**src/rtl/muldiv_unit_if.sv**
```systemverilog
// Handshake and operand/result bundle between the execute stage and muldiv_unit.
interface muldiv_unit_if #(
   parameter int XLEN = 32
);
   logic            start;
   logic [2:0]      funct3;
   logic [XLEN-1:0] op_a;
   logic [XLEN-1:0] op_b;
   logic [4:0]      rd_in;
   logic            busy;
   logic            done;
   logic [XLEN-1:0] result;
   logic [4:0]      rd_out;
   logic            wb_we;

   modport master (
      output start, funct3, op_a, op_b, rd_in,
      input  busy, done, result, rd_out, wb_we
   );

   modport slave (
      input  start, funct3, op_a, op_b, rd_in,
      output busy, done, result, rd_out, wb_we
   );
endinterface

```
**src/rtl/muldiv_unit.sv**
```systemverilog
// Iterative RV32M multiply/divide unit: magnitude shift-add / restoring divide,
// sign fix-up at the end, fixed 34-cycle start-to-done latency.
module muldiv_unit #(
   parameter int XLEN = 32
) (
   input logic          clk,
   input logic          rst,
   muldiv_unit_if.slave bus
);
   typedef enum logic [1:0] {IDLE, CALC, FIX} state_t;

   state_t            state, state_n;
   logic [5:0]        cnt, cnt_n;
   logic [2:0]        f3, f3_n;
   logic [4:0]        rd_q, rd_q_n;
   logic              sa, sa_n, sb, sb_n, b_zero, b_zero_n;
   logic [XLEN-1:0]   ma, ma_n, mb, mb_n;
   logic [2*XLEN-1:0] acc, acc_n;
   logic [XLEN-1:0]   prem, prem_n;
   logic              busy_q, busy_n, done_q, done_n;
   logic [XLEN-1:0]   result_q, result_n;
   logic [4:0]        rd_out_q, rd_out_n;

   logic              signed_a, signed_b;
   logic [XLEN:0]     sum, trial;
   logic [XLEN-1:0]   sub;
   logic              ge;
   logic [2*XLEN-1:0] prod_s;
   logic [XLEN-1:0]   quot_s, rem_s;

   assign bus.busy   = busy_q;
   assign bus.done   = done_q;
   assign bus.wb_we  = done_q;
   assign bus.result = result_q;
   assign bus.rd_out = rd_out_q;

   always_ff @(posedge clk) begin
      if (rst) begin
         state    <= IDLE;
         cnt      <= '0;
         f3       <= '0;
         rd_q     <= '0;
         sa       <= 1'b0;
         sb       <= 1'b0;
         b_zero   <= 1'b0;
         ma       <= '0;
         mb       <= '0;
         acc      <= '0;
         prem     <= '0;
         busy_q   <= 1'b0;
         done_q   <= 1'b0;
         result_q <= '0;
         rd_out_q <= '0;
      end else begin
         state    <= state_n;
         cnt      <= cnt_n;
         f3       <= f3_n;
         rd_q     <= rd_q_n;
         sa       <= sa_n;
         sb       <= sb_n;
         b_zero   <= b_zero_n;
         ma       <= ma_n;
         mb       <= mb_n;
         acc      <= acc_n;
         prem     <= prem_n;
         busy_q   <= busy_n;
         done_q   <= done_n;
         result_q <= result_n;
         rd_out_q <= rd_out_n;
      end
   end

   always_comb begin
      state_n  = state;
      cnt_n    = cnt;
      f3_n     = f3;
      rd_q_n   = rd_q;
      sa_n     = sa;
      sb_n     = sb;
      b_zero_n = b_zero;
      ma_n     = ma;
      mb_n     = mb;
      acc_n    = acc;
      prem_n   = prem;
      busy_n   = busy_q;
      done_n   = 1'b0;
      result_n = result_q;
      rd_out_n = rd_out_q;

      signed_a = (bus.funct3 == 3'b001) || (bus.funct3 == 3'b010) ||
                 (bus.funct3 == 3'b100) || (bus.funct3 == 3'b110);
      signed_b = (bus.funct3 == 3'b001) || (bus.funct3 == 3'b100) ||
                 (bus.funct3 == 3'b110);

      sum    = {1'b0, acc[2*XLEN-1:XLEN]} + {1'b0, (mb[0] ? ma : '0)};
      trial  = {prem, ma[XLEN-1]};
      ge     = (trial >= {1'b0, mb});
      // When ge holds the difference is below mb, so the low XLEN bits suffice.
      sub    = trial[XLEN-1:0] - mb;
      prod_s = (sa ^ sb) ? -acc : acc;
      quot_s = b_zero ? '1 : ((sa ^ sb) ? -acc[XLEN-1:0] : acc[XLEN-1:0]);
      rem_s  = sa ? -prem : prem;

      case (state)
         IDLE: begin
            if (bus.start) begin
               f3_n     = bus.funct3;
               rd_q_n   = bus.rd_in;
               sa_n     = signed_a & bus.op_a[XLEN-1];
               sb_n     = signed_b & bus.op_b[XLEN-1];
               ma_n     = sa_n ? -bus.op_a : bus.op_a;
               mb_n     = sb_n ? -bus.op_b : bus.op_b;
               b_zero_n = (bus.op_b == '0);
               cnt_n    = '0;
               acc_n    = '0;
               prem_n   = '0;
               busy_n   = 1'b1;
               state_n  = CALC;
            end
         end
         CALC: begin
            if (cnt == 6'(XLEN)) begin
               state_n = FIX;
            end else begin
               cnt_n = cnt + 6'd1;
               if (f3[2]) begin
                  prem_n = ge ? sub : trial[XLEN-1:0];
                  ma_n   = {ma[XLEN-2:0], 1'b0};
                  acc_n  = {acc[2*XLEN-2:0], ge};
               end else begin
                  acc_n = {sum, acc[XLEN-1:1]};
                  mb_n  = {1'b0, mb[XLEN-1:1]};
               end
            end
         end
         FIX: begin
            if (!f3[2])
               result_n = (f3[1:0] == 2'b00) ? prod_s[XLEN-1:0] : prod_s[2*XLEN-1:XLEN];
            else
               result_n = f3[1] ? rem_s : quot_s;
            rd_out_n = rd_q;
            done_n   = 1'b1;
            busy_n   = 1'b0;
            state_n  = IDLE;
         end
         default: state_n = IDLE;
      endcase
   end
endmodule

```
**src/flat_wrapper.sv**
```systemverilog
// flat-port wrapper written by rule: the top's interface ports become plain ports
module muldiv_unit_flat 
#(
   parameter int XLEN = 32
)
  (clk, rst, bus_start, bus_funct3, bus_op_a, bus_op_b, bus_rd_in, bus_busy, bus_done, bus_result, bus_rd_out, bus_wb_we);
  muldiv_unit_if #(.XLEN(XLEN)) bus_i ();
  input logic clk;
  input logic rst;
  input wire logic [$bits(bus_i.start)-1:0] bus_start;
  input wire logic [$bits(bus_i.funct3)-1:0] bus_funct3;
  input wire logic [$bits(bus_i.op_a)-1:0] bus_op_a;
  input wire logic [$bits(bus_i.op_b)-1:0] bus_op_b;
  input wire logic [$bits(bus_i.rd_in)-1:0] bus_rd_in;
  output wire logic [$bits(bus_i.busy)-1:0] bus_busy;
  output wire logic [$bits(bus_i.done)-1:0] bus_done;
  output wire logic [$bits(bus_i.result)-1:0] bus_result;
  output wire logic [$bits(bus_i.rd_out)-1:0] bus_rd_out;
  output wire logic [$bits(bus_i.wb_we)-1:0] bus_wb_we;
  assign bus_i.start = bus_start;
  assign bus_i.funct3 = bus_funct3;
  assign bus_i.op_a = bus_op_a;
  assign bus_i.op_b = bus_op_b;
  assign bus_i.rd_in = bus_rd_in;
  assign bus_busy = bus_i.busy;
  assign bus_done = bus_i.done;
  assign bus_result = bus_i.result;
  assign bus_rd_out = bus_i.rd_out;
  assign bus_wb_we = bus_i.wb_we;
  muldiv_unit #(.XLEN(XLEN)) u_core (.clk(clk), .rst(rst), .bus(bus_i));
endmodule
```
**config.mk**
```make
export PLATFORM = sky130hd
export DESIGN_NAME = muldiv_unit_flat
export DESIGN_NICKNAME = d
export VERILOG_FILES = /design/src/rtl/muldiv_unit_if.sv /design/src/rtl/muldiv_unit.sv /design/src/flat_wrapper.sv
export SDC_FILE = /design/constraint.sdc
export NUM_CORES = 1
export LEC_CHECK = 0
export CAP_MARGIN = 25
export CORE_MARGIN = 5
export CORE_UTILIZATION = 40
export DETAILED_ROUTE_END_ITERATION = 8
export GPL_ROUTABILITY_DRIVEN = 0
export PLACE_DENSITY = 0.69
export SYNTH_ARGS = -nofsm -noshare
export SYNTH_HDL_FRONTEND = slang
export SYNTH_SLANG_ARGS = --single-unit
export TNS_END_PERCENT = 20
```
**constraint.sdc**
```tcl
create_clock -name clk -period 4.52 [get_ports clk]
set_input_delay 0.904 -clock clk [delete_from_list [all_inputs] [get_ports clk]]
set_output_delay 0.904 -clock clk [all_outputs]
set_load 0.01 [all_outputs]
```
Word-level counts from Yosys, hierarchy flattened
Index checks and enable logic that the tools add are counted.
- bits of input ports: 75
- bits in registers: 218
- word-level logic and storage cells: 91
- output and inout port bits: 40
- eq/ne operators: 12
- mux-type cells: 36
- add/sub/neg operators: 8
- reductions and logical operators: 16
- bitwise gates (word level): 3
- $lt $le $gt $ge: 1
- operators by type and width (operator ; count):
    $mux W32 ; 19
    $mux W64 ; 4
    $pmux W32 S2 ; 3
    $neg A32 Y32 ; 4
    $pmux W64 S2 ; 1
    $neg A64 Y64 ; 1
    $add A32 B32 Y33 ; 1
    $ge A33 B32 Y1 ; 1
    $logic_not A32 Y1 ; 1
    $sub A32 B32 Y32 ; 1
    $mux W6 ; 2
    $pmux W6 S2 ; 1
    $reduce_and A4 Y1 ; 2
    $add A6 B1 Y6 const B ; 1
    $eq A3 B3 Y1 const B ; 2
    $eq A6 B6 Y1 const B ; 1
    $ne A2 B2 Y1 const B ; 3
    $reduce_and A2 Y1 ; 3
    $logic_or A1 B1 Y1 ; 5
    $logic_not A2 Y1 ; 2
    $mux W2 ; 2
    $ne A2 B1 Y1 const B ; 2
    $pmux W2 S2 ; 1
    $reduce_bool A2 Y1 ; 2
    9 further kinds ; 11

Depth between registers and ports, before layout
Gate-level depths: netlist (run 1).
- word-level depth: 8
- mapped depth: 14
- gate-level depth less buffers: 13

Worst setup path after synthesis (run 1)
No wires, ideal clock.
- kind: register -> register
- start point: reg u_core.mb[0]
- end point: reg u_core.acc[59]
- data required time: 4.388 ns
- data arrival time: 3.119 ns
- setup slack: 1.269 ns
- setup time: 0.132 ns
- period minus slack after synthesis: 3.251 ns
- buffers on the path: 2
- stages on the path, launching flop included: 14
- path through: dfxtp_1 > clkbuf_1 > and2_1 > ha_1 > clkbuf_1 > a211o_1 > or3_1 > o21ai_0 > o32a_1 > a41oi_1 > a221oi_1 > xnor2_1 > a221oi_1 > nor3_1
- word-level cells in the longest chain between the ends: 5
- ends and longest elaborated chain (what ; line ; text):
    start, declared ; muldiv_unit.sv:17 ; logic [XLEN-1:0] ma, ma_n, mb, mb_n;
    start signal, assigned ; muldiv_unit.sv:63 ; mb <= mb_n;
    $mux W32 ; muldiv_unit.sv:95 ; sum = {1'b0, acc[2*XLEN-1:XLEN]} + {1'b0, (mb[0] ? ma : '0)};
    $add A32 B32 Y33 ; muldiv_unit.sv:95 ;
    $mux W64 ; muldiv_unit.sv:126 ; if (f3[2]) begin
    $mux W64 ; muldiv_unit.sv:122 ; if (cnt == 6'(XLEN)) begin
    $pmux W64 S2 ; muldiv_unit.sv:104 ; case (state)
    end signal, assigned ; muldiv_unit.sv:64 ; acc <= acc_n;
    end, declared ; muldiv_unit.sv:18 ; logic [2*XLEN-1:0] acc, acc_n;
Every way passes these cells. The select of a mux whose other input is x is not followed.
A chain may end at the register's enable or synchronous reset.

Worst setup path in the final report (run 1)
Same ends and word-level chain as after synthesis.

==> qor.txt, run 1 <==
CTS Buf Count = 27
R2r endpoint = u_core.acc[59]$_SDFFE_PP0P_
Dpl hpwl = 40,000 µm
Critical path type = register to register
DRT antenna net count = 0
Initial antenna violation count = 1
Ys flop type = dfxtp_1
Tightest Pin Transition = 1060 ps
Pin count of the biggest net entering global routing = 77
Mapped Area = 0.0168 mm²
RSZ-0062 raised after global routing = false
Grt total ovfl = 0
Post-CTS setup buffers = 0
Clock Latency Late Sink = 550 ps
Yosys warning total = 0
Initial DRC Count = 1,883
Number of synthesized flops with an enable pin = 0
Global router's overall resource usage = 21.7%
Clock root buffer = clkbuf_16
Nets = 2,465
Setup crit end kind = register
Clk_skew = 14.4 ps
Clk pin slew, worst setup/hold paths = 60 ps
Wire per inst = 18.4 µm
Pre-antenna DRT Iters = 6
Worst hold path stage count = 2
I/O Buffers = 114
Clk sink count = 218
Vias post-DR = 17,000
Routed WL = 52,900 µm
Die Y = 215 µm
Reg2reg start = u_core.mb[0]$_SDFFE_PP0P_
Final hold violation count = 0
Final Cycle Share = 85.5%
Post-layout util = 45.9%
Max-slew violation count = 0
Arr. time, crit path = 4270 ps
Die area = 0.0461 mm²
Core area = 0.0418 mm²
Ports = 115
Worst min-delay path class = register to register
Max-Cap Viols = 0
H-tree depth = 1
PostCTS Resize Cnt = 0
Synth Net Count = 2,459
Type of origin of the critical path = register
Mapped Cells = 2,311
Commonest non-fill, non-tap cell in the layout = nor2_1
Post-route cell area = 0.0192 mm²
Starting Density = 40.2%
Hold path startpoint = u_core.bus.result[18]$_SDFFE_PP0P_
FMAX = 259 MHz
Hold Buf Count CTS = 0
Seq/Total Area, Yosys = 26.0%
Clock Path Buffers = 3
Dpl cells = 2,827
Number of cell rows = 75
Static leakage = 7.47 nW
Dpl ws = 690 ps
Async S/R FF share, synth = 0%
Area post-placement = 0.0183 mm²
Via-to-Cell Ratio = 5.91
First-pass GRT wire length = 84,900 µm
PnR worst setup slack = 655 ps
Max-slew headroom = 29.3%
FF+latch count, synth = 218
Hold Slack = 435 ps
Layout Cells excl Fill = 2,877
Pwr Total = 5.47 mW
Tmin final = 3870 ps
DRC viols = 0
Commonest cells after routing, fill and taps aside = nor2_1 (265), a21oi_1 (256), nand2_1 (226)
CTS tree = done
WHS Endpoint = u_core.bus.result[18]$_SDFFE_PP0P_
Ratio of cells with drive above 1 in the final layout = 5.61%
R2R depth = 11
Die Width = 215 µm
Vias in the first global route = 15,900
Final setup viols = 0
CP required = 4930 ps
Pwr/cell area = 285 mW/mm²
Unique masters post-synth = 83
Synth Area per Inst = 7.26 µm²
Worst VDD drop = 0.231 mV
Outcome = finished clean
Post-Route Setup TNS = 0 ps
Critical path fanouts, max = 26
Reg2reg setup slack = 650 ps
Syn-to-layout area delta = 14.3%
per-layer routing:
layer  vias up  GRT usage [%]  wire length [µm]
met4         0           7.62              1890
met3       106           3.00              3930
met1      7888           31.0             24100
li1       8320              -                 -
met5         -              0                 0
met2       683           33.5             23000
worst max-delay path by stage:
| stage | startpoint | endpoint | slack (ps) | cells past startpoint |
|---|---|---|---|---|
| 2_1_floorplan | u_core.mb[0]$_SDFFE_PP0P_ | u_core.acc[59]$_SDFFE_PP0P_ | 1270 | 13 |
| 3_3_place_gp | bus_op_b[12] | u_core.mb[29]$_SDFFE_PP0P_ | 780 | 10 |
| 3_5_place_dp | u_core.mb[0]$_SDFFE_PP0P_ | u_core.acc[59]$_SDFFE_PP0P_ | 690 | 11 |
| 4_1_cts | u_core.mb[0]$_SDFFE_PP0P_ | u_core.acc[59]$_SDFFE_PP0P_ | 650 | 11 |
| 5_1_grt | u_core.mb[0]$_SDFFE_PP0P_ | u_core.acc[63]$_SDFFE_PP0P_ | 340 | 13 |
| 6_report | u_core.mb[0]$_SDFFE_PP0P_ | u_core.acc[59]$_SDFFE_PP0P_ | 650 | 11 |
final cells by class:
cell class	count	area (µm²)
clock buffer	34	762
tap	539	674
sequential	218	4370
inverter	76	285
fill	4106	22600
multi-input combinational	1846	11500
clock inverter	15	138
antenna	1	2.50
timing repair buffer	148	1410
state kept, by name (all words and copies together), names as in the netlist:
signal,count
u_core.b_zero,1
u_core.bus.result,32
u_core.sb,1
u_core.sa,1
u_core.mb,32
u_core.rd_q,5
u_core.bus.done,1
u_core.bus.busy,1
u_core.ma,32
u_core.bus.rd_out,5
u_core.acc,64
u_core.state,2
u_core.cnt,6
u_core.prem,32
u_core.f3,3
Yosys cell counts (all sizes together) (6+ instances only):
cell type	instances	area, µm²
nor2	270	1020
a21oi	257	1290
nand2	228	861
dfxtp	218	4360
clkbuf	154	581
o21ai	149	746
xor2	108	946
xnor2	95	832
nor3	83	420
inv	75	282
ha	71	888
nand3	56	293
a211oi	55	413
mux2i	40	400
and2	35	219
a21o	33	248
o31ai	32	255
nor4	27	220
a221oi	25	225
a31oi	25	156
nand4	21	131
o41ai	18	165
or4	18	158
a22oi	17	128
buf	17	86.3
nand2b	17	106
or3	17	111
o211ai	12	90.1
a32oi	11	96.3
nor2b	11	68.8
o21a	10	75.1
o21bai	10	75.1
or2	10	62.6
o221ai	8	70.1
nor3b	7	57.6
a221o	6	60.1
a22o	6	52.6
and3	6	37.5
worst max-delay path: stages, from the launching register on:
cell and delay [ps]:
dfxtp_1 740, and2_1 220, ha_1 320, a211o_1 340, or3_1 300, o21ai_0 510, o32a_1 290, a41oi_1 190
a221oi_1 370, xnor2_1 120, a221oi_1 240, nor3_1 90
cell families after synthesis:
| family | count (synthesis) | synth area share (%) |
|---|---|---|
| XOR/XNOR | 203 | 10.6 |
| AO/OA/AOI/OAI | 715 | 26.8 |
| multiplexers | 42 | 2.52 |
| buffers and inverters | 247 | 5.68 |
| adder cells (fa/ha/maj) | 73 | 5.53 |
| AND/OR/NAND/NOR | 813 | 22.8 |
| flip-flops | 218 | 26.0 |
where the power goes:
group / internal, mW / switching [mW]
Sequential: 2.00 / 0.0895
Clock: 1.30 / 0.890
Combinational: 0.450 / 0.742
No activity file was read; power rests on OpenSTA's default activity.
==> run 2, diff against run 1 <==
--- a/config.mk
+++ b/config.mk
@@ -6,7 +6,7 @@
 export NUM_CORES = 1
 export LEC_CHECK = 0
 export CAP_MARGIN = 25
-export CORE_MARGIN = 5
+export CORE_MARGIN = 2
 export CORE_UTILIZATION = 40
 export DETAILED_ROUTE_END_ITERATION = 8
 export GPL_ROUTABILITY_DRIVEN = 0
==> run 2 against run 1 <==
Global-route usage rose by 1.3 points. Via count decreased by 0.32%. Clock-buffer cell count rose by 8. Largest cell class unchanged.
==> qor.txt, run 2 (synthesis gave the netlist of run 1 again) <==
Area post-placement = 0.0183 mm² (-0.11%)
Critical path type = register to register
Via-to-Cell Ratio = 5.90 (-0.18%)
Vias post-DR = 16,900 (-0.32%)
Routed WL = 52,300 µm (-1.0%)
Outcome = finished clean
Post-Route Setup TNS = 0 ps (unchanged)
Setup crit end kind = register
Tmin final = 3950 ps (+84.6 ps)
RSZ-0062 raised after global routing = false
Final Cycle Share = 87.4% (+1.9 points)
DRT antenna net count = 0 (unchanged)
Worst VDD drop = 0.259 mV (+12%)
Die area = 0.0436 mm² (-5.5%)
Area occupied by multi-input gates = 0.0115 mm² (unchanged)
Sw Ratio = 31.1% (-0.35 points)
Reg area = 0.00437 mm² (about the same)
P_sw = 1.70 mW (-1.5%)
Max-Cap Viols = 0 (unchanged)
Ant. Diodes = 0 (-1)
Number of cell rows = 75 (unchanged)
Grt total ovfl = 0 (unchanged)
Clock Path Buffers = 3 (unchanged)
Pwr/cell area = 285 mW/mm² (-0.24%)
Die Y = 209 µm (-2.8%)
Fill cell total of the finished layout = 4,159 (+1.3%)
Type of origin of the critical path = register
CTS Buf Count = 26 (-3.7%)
Pwr Total = 5.45 mW (-0.37%)
Die Width = 209 µm (-2.8%)
Clock share of power = 39.8% (-0.3 points)
Reg2reg start = u_core.mb[0]$_SDFFE_PP0P_
Max-slew violation count = 0 (unchanged)
WP depth = 13 (+2)
Dpl hpwl = 39,300 µm (-1.5%)
Reg2reg setup slack = 570 ps (-80 ps)
Worst path bufs/invs = 1 (+1)
Final hold violation count = 0 (unchanged)
Post-route cell area = 0.0192 mm² (-0.12%)
Pin count of the biggest net entering global routing = 93 (+21%)
Static leakage = 7.46 nW (-0.17%)
Global router's overall resource usage = 23.0% (+1.3 points)
Power Internal = 3.76 mW (+0.14%)
Most flops, register = u_core.acc
Cells along the critical path = and2_1, ha_1, inv_1, fa_1, nor2b_1, o31a_1, o21ai_0, o31ai_1, a21o_1, a21oi_1, o21ai_0, nand2_1, a2111oi_0
Commonest cells after routing, fill and taps aside = nor2_1 (265), a21oi_1 (256), nand2_1 (226)
CP most frequent cell = o21ai_0
DRC viols = 0 (unchanged)
Hold Buf Count CTS = 0 (unchanged)
Syn-to-layout area delta = 14.2%
Critical path fanouts, max = 29 (+12%)
I/O Buffers = 114 (unchanged)
CP peak stage delay = 760 ps (+20 ps)
Clock root buffer = clkbuf_16
CTS tree = done
Initial antenna violation count = 0 (-1)
PostCTS Resize Cnt = 0 (unchanged)
Slowest cell on the critical path = dfxtp_1
R2r endpoint = u_core.acc[63]$_SDFFE_PP0P_
Clock Latency Late Sink = 550 ps (about the same)
H-tree depth = 1 (unchanged)
Worst min-delay path class = register to register
Vias in the first global route = 15,300 (-3.4%)
Pre-antenna DRT Iters = 6 (unchanged)
FMAX = 253 MHz (-2.1%)
Tightest Pin Transition = 994 ps (-63.0 ps)
Starting Density = 40.3% (+0.090 points)
Combinational share of power = 21.7% (about the same)
Max-slew headroom = 33.5% (+4.2 points)
Wire per inst = 18.2 µm (-0.90%)
First-pass GRT wire length = 82,800 µm (-2.5%)
Ports = 115 (unchanged)
Worst Setup EP = u_core.acc[63]$_SDFFE_PP0P_
Commonest non-fill, non-tap cell in the layout = nor2_1
Core area = 0.0417 mm² (-0.22%)
R2R depth = 13 (+2)
Post-CTS setup buffers = 0 (unchanged)
Initial DRC Count = 1,644 (-13%)
Reg power frac = 38.5% (+0.3 points)
Crit-path leading delay family = compound AO/OA/AOI/OAI gates
Start point of the critical path = u_core.mb[0]$_SDFFE_PP0P_
CP required = 4950 ps (+20 ps)
Ratio of cells with drive above 1 in the final layout = 5.31% (-0.29 points)
Clk sink count = 218 (unchanged)
Arr. time, crit path = 4380 ps (+110 ps)
Max reg flops = 64 (unchanged)
Clk_skew = 11.8 ps (-2.60 ps)
Clk pin slew, worst setup/hold paths = 60 ps (about the same)
Nets = 2,462 (-0.12%)
Final setup viols = 0 (unchanged)
==> run 2: cell types whose count changed in the layout (fill, tap and decap cells not counted), sizes merged <==
cell      change
clkinv        -6
bufinv        -1
clkinvlp      -2
clkbuf        +8
diode         -1
buf           -2
==> run 2: power by group through the flow <==
stage               logic (mW)  clock network, mW  registers, mW
finish                    1.19               2.17           2.10
global route              1.31               2.27           2.11
CTS                       1.17               2.20           2.10
detailed placement        1.16                  0           2.14
global placement          1.14                  0           2.13
floorplan                0.852                  0           2.09
==> run 2: worst min-delay path, stage by stage (launching register included) <==
cell and delay (ps):
dfxtp_1 310, nand2_1 50, nand2_1 40
==> run 2: worst min-delay path by stage <==
stage,start,to,cells past startpoint
detailed placement,u_core.bus.result[3]$_SDFFE_PP0P_,u_core.bus.result[3]$_SDFFE_PP0P_,2
global placement,u_core.bus.result[18]$_SDFFE_PP0P_,u_core.bus.result[18]$_SDFFE_PP0P_,2
global route,u_core.rd_q[0]$_SDFFE_PP0P_,u_core.bus.rd_out[0]$_SDFFE_PP0P_,2
CTS,u_core.bus.result[3]$_SDFFE_PP0P_,u_core.bus.result[3]$_SDFFE_PP0P_,2
finish,u_core.bus.result[3]$_SDFFE_PP0P_,u_core.bus.result[3]$_SDFFE_PP0P_,2
floorplan,u_core.rd_q[0]$_SDFFE_PP0P_,u_core.bus.rd_out[0]$_SDFFE_PP0P_,2
==> run 2: final cells by class <==
type | instances | share of cell area, %
Timing Repair Buffer | 146 | 7.26
Inverter | 76 | 1.49
Sequential cell | 218 | 22.8
Tap cell | 539 | 3.52
Clock inverter | 6 | 0.307
Multi-Input combinational cell | 1846 | 60.3
Clock buffer | 42 | 4.34
==> run 2: through the flow <==
| step | worst slack (ps) | cells | utilization (%) | hold slack (ps) |
|---|---|---|---|---|
| 6_report | 570 | 2873 | 46.0 | 439 |
| 5_1_grt | 156 | 2873 | 46.0 | 471 |
| 4_1_cts | 598 | 2872 | 46.0 | 445 |
| 3_5_place_dp | 643 | 2824 | 43.8 | 437 |
| 3_3_place_gp | 773 | 2824 | 43.8 | 432 |
| 2_1_floorplan | 1270 | 2311 | - | 432 |
==> run 2: metal layers <==
layer / part of all wire, % / wire (µm) / track usage, %
met5: 0 / 0 / 0
met3: 7.8 / 4090 / 3.26
met4: 3.5 / 1840 / 8.47
met2: 43 / 22400 / 35.3
met1: 46 / 24000 / 32.7
==> run 3, diff against run 2 <==
--- a/config.mk
+++ b/config.mk
@@ -5,6 +5,7 @@
 export SDC_FILE = /design/constraint.sdc
 export NUM_CORES = 1
 export LEC_CHECK = 0
+export ABC_CLOCK_PERIOD_IN_PS = 4520
 export CAP_MARGIN = 25
 export CORE_MARGIN = 2
 export CORE_UTILIZATION = 40
==> results of run 3 <==
Final layout, timing and power as in run 2 (identical DEF).
